--- config.mk ---
export PLATFORM = sky130hd
export DESIGN_NAME = corescore_receiver_uart_flat
export DESIGN_NICKNAME = d
export VERILOG_FILES = /design/src/rtl/corescore_receiver_uart_if.sv /design/src/rtl/corescore_receiver_uart.sv /design/src/flat_wrapper.sv
export SDC_FILE = /design/constraint.sdc
export NUM_CORES = 1
export LEC_CHECK = 0
export BUFFER_PORTS_ARGS = -buffer_cell sky130_fd_sc_hd__buf_2
export CORE_MARGIN = 5
export CORE_UTILIZATION = 30
export CTS_CLUSTER_DIAMETER = 60
export DETAILED_ROUTE_END_ITERATION = 10
export MAX_ROUTING_LAYER = met4
export PLACE_DENSITY_LB_ADDON = 0.3
export SLEW_MARGIN = 20
export SYNTH_ARGS = -nofsm -noshare
export SYNTH_HDL_FRONTEND = slang
export SYNTH_SLANG_ARGS = --single-unit
--- constraint.sdc ---
create_clock -name i_clk -period 6.4 [get_ports i_clk]
set_input_delay 0.32 -clock i_clk [delete_from_list [all_inputs] [get_ports i_clk]]
set_output_delay 0.32 -clock i_clk [all_outputs]
set_load 0.005 [all_outputs]
--- src/rtl/corescore_receiver_uart_if.sv ---
// Consumer-side bus of the UART receiver: received byte with valid/ready
// handshake plus the framing-error and overrun event pulses.
interface corescore_receiver_uart_if;
  logic [7:0] o_data;
  logic       o_valid;
  logic       i_ready;
  logic       o_frame_err;
  logic       o_overrun;

  // Receiver side: produces data and event pulses, observes ready.
  modport master (
    output o_data,
    output o_valid,
    output o_frame_err,
    output o_overrun,
    input  i_ready
  );

  // Consumer side: observes data and events, drives ready.
  modport slave (
    input  o_data,
    input  o_valid,
    input  o_frame_err,
    input  o_overrun,
    output i_ready
  );
endinterface

--- src/rtl/corescore_receiver_uart.sv ---
// 8N1 UART receiver. The RX pin is double-synchronised; a falling edge on the
// synchronised line starts a frame, and every bit (start, 8 data LSB first,
// stop) is sampled once at mid-bit. Completed bytes are offered over a
// valid/ready handshake; framing errors and overruns are one-cycle pulses.
module corescore_receiver_uart #(
  parameter int unsigned clk_freq_hz = 27000000,
  parameter int unsigned baud_rate   = 115200
) (
  input  logic                       i_clk,
  input  logic                       i_rst,
  input  logic                       i_uart_rx,
  corescore_receiver_uart_if.master  bus
);

  localparam int unsigned CPB  = clk_freq_hz / baud_rate;
  localparam int unsigned HALF = CPB / 2;
  localparam int unsigned CW   = $clog2(CPB) + 1;

  localparam logic [CW-1:0] C_HALF_M1 = CW'(HALF - 1);
  localparam logic [CW-1:0] C_CPB_M1  = CW'(CPB - 1);
  localparam logic [CW-1:0] C_ONE     = CW'(1);

  typedef enum logic [2:0] {
    S_IDLE,
    S_START,
    S_DATA,
    S_STOP,
    S_BREAK
  } state_t;

  // Synchroniser and edge-detect history; all idle high.
  logic          r_sync1;
  logic          r_rx_s;
  logic          r_rx_prev;

  state_t        r_state;
  logic [CW-1:0] r_cnt;
  logic [2:0]    r_idx;
  logic [7:0]    r_shift;
  logic [7:0]    r_data;
  logic          r_valid;
  logic          r_frame_err;
  logic          r_overrun;

  state_t        w_state;
  logic [CW-1:0] w_cnt;
  logic [2:0]    w_idx;
  logic [7:0]    w_shift;
  logic [7:0]    w_data;
  logic          w_valid;
  logic          w_frame_err;
  logic          w_overrun;
  logic          w_done;
  logic          w_fall;

  initial begin : g_param_check
    assert (CPB >= 4) else $error("CPB must be at least 4");
  end

  // Two-flop synchroniser on the RX pin, plus one history flop for edge detect.
  always_ff @(posedge i_clk or posedge i_rst) begin
    if (i_rst) begin
      r_sync1   <= 1'b1;
      r_rx_s    <= 1'b1;
      r_rx_prev <= 1'b1;
    end else begin
      r_sync1   <= i_uart_rx;
      r_rx_s    <= r_sync1;
      r_rx_prev <= r_rx_s;
    end
  end

  assign w_fall = r_rx_prev & ~r_rx_s;

  // State, bit timing, shift register and delivery registers.
  always_ff @(posedge i_clk or posedge i_rst) begin
    if (i_rst) begin
      r_state     <= S_IDLE;
      r_cnt       <= '0;
      r_idx       <= '0;
      r_shift     <= '0;
      r_data      <= '0;
      r_valid     <= 1'b0;
      r_frame_err <= 1'b0;
      r_overrun   <= 1'b0;
    end else begin
      r_state     <= w_state;
      r_cnt       <= w_cnt;
      r_idx       <= w_idx;
      r_shift     <= w_shift;
      r_data      <= w_data;
      r_valid     <= w_valid;
      r_frame_err <= w_frame_err;
      r_overrun   <= w_overrun;
    end
  end

  // Next-state, bit sampling and handshake/delivery decisions.
  always_comb begin
    w_state     = r_state;
    w_cnt       = r_cnt;
    w_idx       = r_idx;
    w_shift     = r_shift;
    w_data      = r_data;
    w_valid     = r_valid;
    w_frame_err = 1'b0;
    w_overrun   = 1'b0;
    w_done      = 1'b0;

    if (r_valid && bus.i_ready) begin
      w_valid = 1'b0;
    end

    case (r_state)
      S_IDLE: begin
        if (w_fall) begin
          w_cnt   = C_HALF_M1;
          w_state = S_START;
        end
      end

      S_START: begin
        if (r_cnt == '0) begin
          if (!r_rx_s) begin
            w_cnt   = C_CPB_M1;
            w_idx   = '0;
            w_state = S_DATA;
          end else begin
            w_state = S_IDLE;
          end
        end else begin
          w_cnt = r_cnt - C_ONE;
        end
      end

      S_DATA: begin
        if (r_cnt == '0) begin
          w_shift[r_idx] = r_rx_s;
          w_cnt          = C_CPB_M1;
          w_idx          = r_idx + 3'd1;
          if (r_idx == 3'd7) begin
            w_state = S_STOP;
          end
        end else begin
          w_cnt = r_cnt - C_ONE;
        end
      end

      S_STOP: begin
        if (r_cnt == '0) begin
          if (r_rx_s) begin
            w_done  = 1'b1;
            w_state = S_IDLE;
          end else begin
            w_frame_err = 1'b1;
            w_state     = S_BREAK;
          end
        end else begin
          w_cnt = r_cnt - C_ONE;
        end
      end

      S_BREAK: begin
        if (r_rx_s) begin
          w_state = S_IDLE;
        end
      end

      default: begin
        w_state = S_IDLE;
      end
    endcase

    // A byte completing in the same cycle as a consume replaces the old one.
    if (w_done) begin
      if (!r_valid || bus.i_ready) begin
        w_data  = r_shift;
        w_valid = 1'b1;
      end else begin
        w_overrun = 1'b1;
      end
    end
  end

  assign bus.o_data      = r_data;
  assign bus.o_valid     = r_valid;
  assign bus.o_frame_err = r_frame_err;
  assign bus.o_overrun   = r_overrun;

endmodule

--- src/flat_wrapper.sv ---
// flat-port wrapper written by rule: the top's interface ports become plain ports
module corescore_receiver_uart_flat 
#(
  parameter int unsigned clk_freq_hz = 27000000,
  parameter int unsigned baud_rate   = 115200
)
  (i_clk, i_rst, i_uart_rx, bus_o_data, bus_o_valid, bus_o_frame_err, bus_o_overrun, bus_i_ready);
  corescore_receiver_uart_if bus_i ();
  input  logic i_clk;
  input  logic i_rst;
  input  logic i_uart_rx;
  output wire logic [$bits(bus_i.o_data)-1:0] bus_o_data;
  output wire logic [$bits(bus_i.o_valid)-1:0] bus_o_valid;
  output wire logic [$bits(bus_i.o_frame_err)-1:0] bus_o_frame_err;
  output wire logic [$bits(bus_i.o_overrun)-1:0] bus_o_overrun;
  input wire logic [$bits(bus_i.i_ready)-1:0] bus_i_ready;
  assign bus_o_data = bus_i.o_data;
  assign bus_o_valid = bus_i.o_valid;
  assign bus_o_frame_err = bus_i.o_frame_err;
  assign bus_o_overrun = bus_i.o_overrun;
  assign bus_i.i_ready = bus_i_ready;
  corescore_receiver_uart #(.clk_freq_hz(clk_freq_hz), .baud_rate(baud_rate)) u_core (.i_clk(i_clk), .i_rst(i_rst), .i_uart_rx(i_uart_rx), .bus(bus_i));
endmodule
Yosys cells after proc, flatten, opt, wreduce, memory -nomap -nowiden
Cells that the tools add are included.
{"block": "op_classes", "add_sub_neg": 2, "order_cmp": 2, "n_eq_ne": 14, "mux": 33, "bitwise_logic": 2, "n_reduce_logical": 13}
{"cell": "2-to-1 mux 9 bit", "n": 5}
{"cell": "one-hot mux 9 bit (4 select lines)", "n": 1}
{"cell": "2-to-1 mux 3 bit", "n": 10}
{"cell": "one-hot mux 3 bit (5 select lines)", "n": 1}
{"cell": "2-to-1 mux 1 bit", "n": 12}
{"cell": "inequality test 2 x 1 -> 1 bit, second input constant", "n": 6}
{"cell": "zero test 9 bit", "n": 1}
{"cell": "subtractor 9 x 1 -> 9 bit, second input constant", "n": 1}
{"cell": "bitwise mux 8 bit", "n": 1}
{"cell": "AND reduction 4 bit", "n": 2}
{"cell": "equality test 3 x 2 -> 1 bit, second input constant", "n": 2}
{"cell": "equality test 3 bit, second input constant", "n": 2}
{"cell": "one-hot mux 3 bit (2 select lines)", "n": 1}
{"cell": "AND reduction 6 bit", "n": 1}
{"cell": "< comparator 3 x 4 -> 1 bit, second input constant", "n": 1}
{"cell": "inequality test 2 bit, second input constant", "n": 2}
{"cell": "AND reduction 2 bit", "n": 2}
{"cell": "nonzero test 4 bit", "n": 1}
{"cell": "adder 3 x 1 -> 3 bit, second input constant", "n": 1}
{"cell": "demux 1 bit (select 3 bit)", "n": 1}
{"cell": "equality test 3 x 1 -> 1 bit, second input constant", "n": 1}
{"cell": "greater-or-equal comparator 3 x 1 -> 1 bit, second input constant", "n": 1}
{"cell": "zero test 3 bit", "n": 1}
{"cell": "inequality test 3 bit, second input constant", "n": 1}
{"cell": "other kinds (7)", "n": 8}
{"block": "word_totals", "ff_bits": 37, "input_bits": 4, "out_inout_bits": 11, "wordCells": 77}

Logic depth before layout (Yosys ltp)
{"block": "logic_depth", "word_depth": 5, "depth_mapped": 7, "ltp_nobuf": 6}

Worst setup path before layout
Ideal clock, no wire load.
{"block": "synth_timing", "kind": "register to register", "startpoint": "reg u_core.r_cnt[0]", "endpoint": "reg u_core.r_shift[7]", "setup_ns": 0.125, "t_arrival_ns": 2.307, "t_required_ns": 6.275, "slack_ns": 3.968, "stages_incl_launch_ff": 8, "path_buffers": 1, "cell_sequence": "dfrtp_1 inv_1 ha_1 or3b_2 or4_1 buf_2 or3_1 mux2_4"}
{"block": "synth_via", "elab_chain_cells": 2}
{"element": "start: declaration", "line_no": "corescore_receiver_uart.sv:37", "source": "logic [CW-1:0] r_cnt;"}
{"element": "start signal: assignment", "line_no": "corescore_receiver_uart.sv:88", "source": "r_cnt <= w_cnt;"}
{"element": "zero test 9 bit", "line_no": "corescore_receiver_uart.sv:137", "source": "if (r_cnt == '0) begin"}
{"element": "AND reduction 2 bit (no source line)"}
{"element": "end signal: assignment", "line_no": "corescore_receiver_uart.sv:90", "source": "r_shift <= w_shift;"}
{"element": "end: declaration", "line_no": "corescore_receiver_uart.sv:39", "source": "logic [7:0] r_shift;"}
No other way between the ends.
A chain may end at the register's enable or synchronous reset.

Final worst setup path
{"block": "layout_timing", "startpoint": "reg u_core.r_cnt[5]", "endpoint": "reg u_core.r_shift[3]"}
Same word-level chain as after synthesis.

==> flow_summary.json <==
{
  "die_w_um": 88.0,
  "relSlewSlack": 0.566,
  "worst_path_most_repeated_cell": "or4_1",
  "placed_area_um2": 1960,
  "cpMaxStageDelayCell": "or4_1",
  "tightest_slew_ns": 0.642,
  "p_leak_uw": 0.000942,
  "fmax_ghz": 0.368,
  "clk_pin_slew_worst_paths_ns": 0.08,
  "drc_errors": 0,
  "dr.pass1.iters": 4,
  "fin_hold_ws_ns": 0.117,
  "coreArea_um2": 5920,
  "status": "finished clean",
  "clock_path_buffers": 2,
  "synthToLayoutAreaGrowth_pct": 13.5,
  "wl_met2_um": 1520,
  "antenna_found_initial": 0,
  "clk_latency_ns": 0.29,
  "gp_congestion": 0.803,
  "start_kind": "flip-flop",
  "final_area_um2": 2070,
  "cp_max_fo": 11,
  "fin_skew_ns": 0.00819,
  "yosysUniqueCellTypes": 41,
  "drive_above_1_share": 0.256,
  "fin_cells": 255,
  "fin_tns_setup_ns": 0,
  "htreeDepth": 2,
  "dp_hpwl_um": 2470,
  "post_cts_buffers": 0,
  "cts_num_sinks": 37,
  "die_y_um": 88.0,
  "final_cell_mix": "dfrtp_1, mux2_2, buf_2",
  "vias": 1320,
  "grt_pass1_vias": 1274,
  "overflow": 0,
  "num_rows": 28,
  "fillers": 587,
  "wl_met1_um": 1890,
  "cts_root_buffer": "clkbuf_8",
  "finalHoldViolCount": 0,
  "drt_wl_total_um": 3650,
  "vdd_drop_max_mv": 0.107,
  "placed_cells": 247,
  "syn_nets": 173,
  "grt_max_degree": 38,
  "vias_per_cell": 5.18,
  "critical_path_class": "reg -> reg",
  "fin_nets": 186,
  "ys_ff_latch": 37,
  "yosysSeqAreaShare": 0.509,
  "avgRoutedWirePerCell_um": 14.3,
  "drtIter0Drc": 91,
  "p_per_area_nw_per_um2": 300,
  "post_cts_resized": 0,
  "dieArea_um2": 7740,
  "synth_top_area_frac": 0.466,
  "cts_tree": "done",
  "start_util": 0.308,
  "setup_viol": 0,
  "grt_pass1_wl_um": 6490,
  "critPathCaptureType": "flip-flop",
  "ant_nets": 0,
  "antenna_cells": 0,
  "post-route-period-util": 0.425,
  "yosysTopAreaCell": "dfrtp_1",
  "yosys-top-cells-area": "dfrtp_1, mux2_2, dfstp_2, or4_1, a21oi_1",
  "crit_required_ns": 6.59,
  "port_buffers": 14,
  "critPathArrivalTime_ns": 2.91,
  "path_cells": "or4_1 -> or4_1 -> nor4_1 -> mux2_2",
  "syn_area_um2": 1830,
  "layout_commonest_cell": "dfrtp_1",
  "worst-r2r-setup-slack_ns": 3.68,
  "critPathMaxStageDelay_ns": 0.74,
  "max_cap_violations": 0,
  "grt.total_usage": 0.114,
  "postCtsHoldBufs": 0,
  "avgSynthCellArea_um2": 11.0,
  "cts_buffers": 5,
  "slew_viol_final": 0,
  "rsz0062_at_grt": "no",
  "wl_met3_um": 172,
  "yosysWarnings": 0,
  "io_pins": 15,
  "holdCritPathClass": "in -> async",
  "min_period_ns": 2.72,
  "top_layer": "met4",
  "synth_cells": 166
}
-- worst max-delay path, delay by kind of cell (launching register included) --
| family | cells | cell delay, ns |
|---|---|---|
| mux | 1 | 0.37 |
| simple gates | 3 | 1.82 |
| flops | 1 | 0.43 |
-- worst paths after layout --
path / end / startpoint / depth (start not counted)
min in group i_clk: u_core.r_sync1 / i_uart_rx / 1
worst max register to register: u_core.r_shift[3] / u_core.r_cnt[5] / 4
worst max-delay path: u_core.r_shift[3] / u_core.r_cnt[5] / 4
worst min register to register: u_core.r_rx_s / u_core.r_sync1 / 0
worst min-delay path: u_core.bus.o_valid / i_rst / 3
max in group asynchronous: u_core.r_rx_prev / i_rst / 3
-- sequential cells by signal (all words and copies together), names as in the netlist --
name and flops:
u_core.r_state 3, u_core.r_sync1 1, u_core.bus.o_frame_err 1, u_core.bus.o_valid 1
u_core.r_shift 8, u_core.r_cnt 9, u_core.bus.o_data 8, u_core.r_idx 3
u_core.bus.o_overrun 1, u_core.r_rx_prev 1, u_core.r_rx_s 1
-- final cells by class --
| class | count | area (um2) | share of cell area |
|---|---|---|---|
| clock buffer | 6 | 72.6 | 0.0350 |
| clock inverter | 2 | 38.8 | 0.0187 |
| tap | 75 | 93.8 | 0.0453 |
| timing repair buffer | 15 | 77.6 | 0.0374 |
| sequential | 37 | 930 | 0.449 |
| inverter | 9 | 33.8 | 0.0163 |
| multi-input combinational | 111 | 826 | 0.399 |
-- metrics by stage --
step / util / setup slack [ns] / power [uW]
final: 0.350 / 3.68 / 622
after global routing: 0.350 / 3.57 / 669
after global placement: 0.331 / 3.71 / 423
after detailed placement: 0.331 / 3.66 / 425
after floorplan: - / 3.97 / 397
after CTS: 0.350 / 3.67 / 630
-- power by group --
part           switching, uW  internal (uW)
clock network           84.6            117
registers               37.0            263
logic                   66.1           54.0
total                    188            434
-- layer usage --
metal,vias up,GRT usage
li1,651,-
met1,637,0.157
met2,26,0.147
met3,6,0.0348
met4,0,0.0586
met5,-,-
-- synthesized netlist by cell type (all sizes together) --
cell / number
dfrtp: 34
mux2: 16
a21oi: 10
inv: 9
nor2: 9
clkbuf: 7
nand2: 7
nor3: 7
or4: 7
o21ai: 5
mux2i: 4
nand3: 4
nor4: 4
a211o: 3
dfstp: 3
ha: 3
nand2b: 3
nand4: 3
o41ai: 3
a2111oi: 2
a22oi: 2
and3: 2
buf: 2
o21a: 2
o311ai: 2
o31ai: 2
a211oi: 1
and2: 1
nor2b: 1
nor3b: 1
nor4b: 1
o21ba: 1
o22ai: 1
o31a: 1
or3: 1
or3b: 1
xnor2: 1
-- cell families after synthesis --
group | Yosys count | share of synthesized area
AND/OR/NAND/NOR | 52 | 0.169
flip-flops | 37 | 0.509
AO/OA/AOI/OAI | 35 | 0.136
multiplexers | 20 | 0.123
buffers and inverters | 18 | 0.0384
adder cells (fa/ha/maj) | 3 | 0.0206
XOR/XNOR | 1 | 0.00480
No activity file was read; power rests on OpenSTA's default activity.
